==> src/rtl/sdp_ram_stream_reader.sv <==
// Stream reader for SDP RAM port B: turns (addr, len) commands into a valid/ready word stream.
// Optional stall counter output enabled by defining SDP_RAM_READER_STALL_CNT_EN.
module sdp_ram_stream_reader #(
    parameter int unsigned MEM_DATAWIDTH = 128,
    parameter int unsigned MEM_ADDRWIDTH = 14,
    parameter int unsigned LEN_WIDTH     = 14
) (
    input  logic                     clk,
    input  logic                     reset,
    input  logic                     cmd_valid,
    output logic                     cmd_ready,
    input  logic [MEM_ADDRWIDTH-1:0] cmd_addr,
    input  logic [LEN_WIDTH-1:0]     cmd_len,
    output logic                     mem_en,
    output logic [MEM_ADDRWIDTH-1:0] mem_addr,
    input  logic [MEM_DATAWIDTH-1:0] mem_rdata,
    output logic                     dout_valid,
    input  logic                     dout_ready,
    output logic [MEM_DATAWIDTH-1:0] dout_data,
    output logic                     dout_last,
`ifdef SDP_RAM_READER_STALL_CNT_EN
    output logic [31:0]              stall_cnt,
`endif
    output logic                     busy
);

    typedef enum logic [1:0] {StIdle, StIssue, StDrain} state_e;

    state_e                   state_q;
    logic [LEN_WIDTH-1:0]     rem_q;
    logic                     mem_last_q;
    logic                     inflight_q;
    logic                     inflight_last_q;

    logic [MEM_DATAWIDTH-1:0] fifo_data_q [3];
    logic                     fifo_last_q [3];
    logic [1:0]               rd_ptr_q;
    logic [1:0]               wr_ptr_q;
    logic [1:0]               count_q;

    logic                     accept;
    logic                     push;
    logic                     pop;
    logic [1:0]               count_d;
    logic                     can_issue;

    always_comb begin
        cmd_ready  = (state_q == StIdle);
        busy       = (state_q != StIdle);
        accept     = cmd_valid && cmd_ready;
        dout_valid = (count_q != 2'd0);
        dout_data  = fifo_data_q[rd_ptr_q];
        dout_last  = fifo_last_q[rd_ptr_q];
        push       = inflight_q;
        pop        = dout_valid && dout_ready;
        count_d    = count_q + 2'(push) - 2'(pop);
        // Next cycle the current read becomes inflight; budget against next-cycle occupancy.
        can_issue  = (3'(count_d) + 3'(mem_en)) < 3'd3;
    end

    always_ff @(posedge clk or posedge reset) begin
        if (reset) begin
            state_q         <= StIdle;
            rem_q           <= '0;
            mem_en          <= 1'b0;
            mem_addr        <= '0;
            mem_last_q      <= 1'b0;
            inflight_q      <= 1'b0;
            inflight_last_q <= 1'b0;
            rd_ptr_q        <= 2'd0;
            wr_ptr_q        <= 2'd0;
            count_q         <= 2'd0;
            for (int i = 0; i < 3; i++) begin
                fifo_data_q[i] <= '0;
                fifo_last_q[i] <= 1'b0;
            end
        end else begin
            inflight_q      <= mem_en;
            inflight_last_q <= mem_last_q;
            count_q         <= count_d;

            if (push) begin
                fifo_data_q[wr_ptr_q] <= mem_rdata;
                fifo_last_q[wr_ptr_q] <= inflight_last_q;
                wr_ptr_q <= (wr_ptr_q == 2'd2) ? 2'd0 : wr_ptr_q + 2'd1;
            end
            if (pop) begin
                rd_ptr_q <= (rd_ptr_q == 2'd2) ? 2'd0 : rd_ptr_q + 2'd1;
            end

            // rem_q counts reads still to issue after the one currently on mem_addr.
            unique case (state_q)
                StIdle: begin
                    mem_en     <= 1'b0;
                    mem_last_q <= 1'b0;
                    if (accept) begin
                        mem_en     <= 1'b1;
                        mem_addr   <= cmd_addr;
                        mem_last_q <= (cmd_len == '0);
                        rem_q      <= cmd_len;
                        state_q    <= (cmd_len == '0) ? StDrain : StIssue;
                    end
                end
                StIssue: begin
                    if (can_issue) begin
                        mem_en     <= 1'b1;
                        mem_addr   <= mem_addr + 1'b1;
                        rem_q      <= rem_q - 1'b1;
                        mem_last_q <= (rem_q == LEN_WIDTH'(1));
                        if (rem_q == LEN_WIDTH'(1)) begin
                            state_q <= StDrain;
                        end
                    end else begin
                        mem_en     <= 1'b0;
                        mem_last_q <= 1'b0;
                    end
                end
                StDrain: begin
                    mem_en     <= 1'b0;
                    mem_last_q <= 1'b0;
                    if (pop && dout_last) begin
                        state_q <= StIdle;
                    end
                end
                default: begin
                    state_q <= StIdle;
                    mem_en  <= 1'b0;
                end
            endcase
        end
    end

`ifdef SDP_RAM_READER_STALL_CNT_EN
    always_ff @(posedge clk or posedge reset) begin
        if (reset) begin
            stall_cnt <= '0;
        end else if (accept) begin
            stall_cnt <= '0;
        end else if (dout_valid && !dout_ready && (stall_cnt != 32'hFFFF_FFFF)) begin
            stall_cnt <= stall_cnt + 32'd1;
        end
    end
`endif

endmodule

==> config.mk <==
export PLATFORM = sky130hd
export DESIGN_NAME = sdp_ram_stream_reader
export DESIGN_NICKNAME = d
export VERILOG_FILES = /design/src/rtl/sdp_ram_stream_reader.sv
export SDC_FILE = /design/constraint.sdc
export NUM_CORES = 1
export LEC_CHECK = 0
export CAP_MARGIN = 30
export CORE_MARGIN = 2
export CORE_UTILIZATION = 42
export DETAILED_ROUTE_END_ITERATION = 7
export GPL_TIMING_DRIVEN = 0
export REMOVE_ABC_BUFFERS = 1
export SLEW_MARGIN = 15
export SYNTH_ARGS = -nofsm -noshare
export SYNTH_HDL_FRONTEND = slang
export SYNTH_SLANG_ARGS = --single-unit
==> constraint.sdc <==
create_clock -name clk -period 22.5 [get_ports clk]
set_clock_uncertainty 0.05 [all_clocks]
set_input_delay 4.5 -clock clk [delete_from_list [all_inputs] [get_ports clk]]
set_output_delay 4.5 -clock clk [all_outputs]
set_load 0.1 [all_outputs]
# Yosys cells after proc, flatten, opt, wreduce, memory -nomap -nowiden
# Index checks and enable logic that the tools add are counted.
# word_totals
register_bits	427
inputBits	160
output_inout_bits	147
wordCells	82
# op_classes
addsub	7
magnitude_cmp	4
eq_ne	9
muxes	32
bitwise_logic	2
reduce_logical	12
# ops
op	n
$bwmux 384	1
$mux 128	3
$bmux 128 s2	1
$demux 128 s2	1
$mux 14	4
$pmux 14 s2	2
$add 14x1->14 const B	1
$eq 14x1->1 const B	1
$logic_not 14->1	1
$mux 2	7
$sub 14x1->14 const B	1
$mux 1	7
$eq 2x2->1 const B	3
$ge 3x3->1 const B	2
$ne 2x2->1 const B	3
$not 2->3	2
$pmux 2 s3	1
$reduce_bool 2->1	3
$add 2x1->2 const B	2
$logic_and 1x1->1	4
$reduce_and 4->1	1
$add 2x1->3	1
$bwmux 3	1
$lt 3x1->1 const B	1
other kinds (12)	12

# Logic depth before layout (Yosys ltp)
# Gate-level depths: netlist of the first run.
# depth
word_depth	7
depth_mapped	10
depth_no_buf	9

# Worst setup path before layout of the first run
# Ideal clock, no wire load.
# synth_timing
path_type	register -> output
startpoint	reg rd_ptr_q[1]
endpoint	out dout_data[100]
t_arrival_ns	3.170
required_ns	17.950
setup_slack_ns	14.780
stages_incl_launch_ff	6
n_path_buf	3
path_cell_list	dfrtp_1 -> buf_2 -> clkbuf_1 -> buf_2 -> mux2i_1 -> o21ai_0
# synth_between
elab_chain_len	4
# synth_lines
item	line_no	text
from (decl)	37	logic [1:0] rd_ptr_q;
from (signal assigned)	88	rd_ptr_q <= (rd_ptr_q == 2'd2) ? 2'd0 : rd_ptr_q + 2'd1;
$not 2->3 (implied by the code)	52	dout_data = fifo_data_q[rd_ptr_q];
$bmux 128 s2	52	
$mux 128 (implied by the code) (2 in series)	52	
to (decl)	19	output logic [MEM_DATAWIDTH-1:0] dout_data,
# No other way between the ends. The select of a mux whose other input is x is not followed.

# Worst setup path after layout of the first run
# layout_timing
startpoint	reg rd_ptr_q[0]
endpoint	out dout_data[6]
# The elaborated chain is that of the path after synthesis.

==> flow_metrics.tcl, run 1 <==
set metrics [dict create \
    io_pins 307 \
    start_kind "flop" \
    hold_violations 0 \
    tns_ns 0 \
    htreeDepth 2 \
    slowest_delay_ns 1.21 \
    final_area_um2 25660 \
    hold-path-cell-count 0 \
    r2r_slack_ns 19.47 \
    hp-class "reg -> reg" \
    clock_sinks 427 \
    drive_above_1_share_pct 22.82 \
    clockBufferDepth 3 \
    nets 2020 \
    max-cap-violations 0 \
    finalSetupViolCount 0 \
    clk_pin_slew_ns 0.05 \
    timing.rr.end "mem_addr[7]" \
    place_area_um2 24110 \
    areaGrowthSynthToFinish_pct 32.16 \
    min_from "mem_last_q" \
    period_minus_slack_ns 8.738 \
    async_reset_ff_share_pct 100.0 \
    grt_overflow_total 0 \
    place_congestion 0.8079 \
    ff2ff_path_depth 11 \
    viasPerCell 5.267 \
    yosysUniqueCellTypes 58 \
    crit_type "reg -> out" \
    worstReg2RegStart "count_q[0]" \
    most-common-layout-cells "dfrtp_1 (425), clkdlybuf4s50_1 (306), mux2_2 (278), nand2_1 (146), o21ai_0 (140)" \
    io_buffers 306 \
    path_buf_inv 4 \
    slew_headroom_pct 29.77 \
    synth_edf_count 0 \
    clk_latency_ns 0.57 \
    cts_resized 0 \
    drc 0 \
    max_freq_mhz 114.4 \
    grt_pass1_vias 13703 \
    hpwlAfterDp_mm 32.15 \
    numCtsBuffers 48 \
    holdWs_ns 0.3273 \
    finalCritPeriodShare_pct 38.83 \
    grt_use_total_pct 20.49 \
    synth_area_um2 19420 \
    rsz0062_at_grt "no" \
    ys_ff_latch 427 \
    antenna_found_initial 3 \
    detail_route.wl_per_cell_um 19.54 \
    slowest_stage "clkdlybuf4s50_1" \
    synth_cells 1526 \
    initial_utilization_pct 42.70 \
    grt_pass1_wl_mm 77.47 \
    crit_required_ns 17.95 \
    ant_nets 0 \
    hold_end "inflight_last_q" \
    wirelength_mm 48.54 \
    crit_family "buffers and inverters" \
    vias 13083 \
    dieHeight_um 219.0 \
    cts_hold_buffers 0 \
    crit_arrival_ns 4.19 \
    cpMostUsedCell "buf_12" \
    cp_cell_sequence "buf_12 -> nor2b_4 -> buf_12 -> buf_16 -> nand2_1 -> o21ai_0 -> clkdlybuf4s50_1" \
    final_util_pct 56.43 \
    synth_ff_type "dfrtp_1" \
    status "complete, no violations" \
    final_common_cell "dfrtp_1" \
    drt_first_pass_iters 4 \
    dieArea_um2 47970 \
    grt_start_max_net_pins 106 \
    die_x_um 219.0 \
    post-cts-setup-buffer-count 0 \
    first_iter_violations 681 \
    avgSynthCellArea_um2 12.73 \
    rows 78 \
    path_max_fanout 38 \
    cts_tree "built" \
    worstSetupEndpointType "output port" \
    yosysWarnings 0 \
    cts_root_buf "clkbuf_16" \
    slew_viol_final 0 \
    tightest_slew_ns 1.050 \
    ys_seq_area_share_pct 55.03 \
    core_um2 45480 \
]
[worst max path at each step]
stage,start,end,depth (start not counted)
after global routing,rd_ptr_q[0],dout_data[6],7
after CTS,rd_ptr_q[0],dout_data[6],7
after detailed placement,rd_ptr_q[0],dout_data[6],7
after floorplan,reset,count_q[0],1
after global placement,rd_ptr_q[1],dout_data[88],4
final,rd_ptr_q[0],dout_data[6],7
[synth_stat cells (all sizes together), types with 6 or more instances]
master,count,area share (%)
a21oi,16,0.41
nand2,146,2.8
nor2,12,0.23
clkbuf,25,0.48
ha,10,0.64
nand3,10,0.26
o22ai,6,0.19
nor3,17,0.46
mux2,389,23
nor2b,7,0.23
buf,74,1.9
a22oi,12,0.46
o21ai,153,3.9
mux2i,134,6.9
inv,13,0.25
nor4,10,0.51
dfrtp,427,55
[metrics by stage]
step | setup slack, ns | cells
2_1_floorplan | 6.060 | 1427
3_3_place_gp | -8.136 | 2333
3_5_place_dp | 14.28 | 2397
4_1_cts | 13.64 | 2477
5_1_grt | 13.58 | 2481
6_report | 13.76 | 2484
[layout make-up]
class	instances	area [um2]
Multi-Input combinational cell	987	8248
Antenna cell	4	10.01
Fill cell	3868	19810
Tap cell	600	750.7
Sequential cell	427	10690
Clock buffer	76	1428
Timing Repair Buffer	373	4448
Clock inverter	4	31.28
Inverter	13	56.30
[cells by family after synthesis]
group                      after synthesis  synth area share [%]
and+or+nand+nor                        230                 5.632
AOI/OAI and AO/OA                      223                 6.534
muxes                                  523                 29.47
buffers and inverters                  112                 2.655
adders and majority gates               10                0.6443
xor gates and xnor gates                 1               0.04511
DFF                                    427                 55.03
[worst register-to-register path: stages (launching register included)]
cell and delay (ns):
dfrtp_1 0.38, mux2i_1 0.20, ha_1 0.26, ha_1 0.19
ha_1 0.28, a21oi_1 0.34, o211ai_1 0.30, buf_4 0.28
buf_4 0.17, buf_4 0.16, a22oi_1 0.18, o21ai_0 0.11
[metal layers]
metal	vias up	global-route usage, %	routed length, um
met2	268	33.40	22950
li1	6115	-	-
met1	6636	27.73	22070
met5	-	0	0
met4	0	5.631	940
met3	64	4.324	2573
[flip-flops by register name (all words and copies together), names as in the netlist]
signal	cells
wr_ptr_q	2
rd_ptr_q	2
fifo_data_q	384
mem_last_q	1
state_q	2
mem_en	1
fifo_last_q	3
inflight_last_q	1
mem_addr	14
inflight_q	1
count_q	2
rem_q	14
Power of run 1 is left out: the tool's default activity adds up to more than one toggle a clock period on the data nets, which glitch-free logic cannot reach.
==> run 2: changes to the inputs <==
==> constraint.sdc (replaced) <==
create_clock -name clk -period 9.1 [get_ports clk]
set_clock_uncertainty 0.05 [all_clocks]
set_input_delay 1.82 -clock clk [delete_from_list [all_inputs] [get_ports clk]]
set_output_delay 1.82 -clock clk [all_outputs]
set_load 0.1 [all_outputs]
==> results of run 2 <==
Same layout as run 1 (identical final DEF). Status: complete, no violations.
Among the figures that moved: setup slack after placement 14.28 ns -> 3.562 ns; setup slack after layout 13.76 ns -> 3.043 ns; register-to-register setup slack 19.47 ns -> 6.07 ns
Power of run 2 is left out for the same reason.
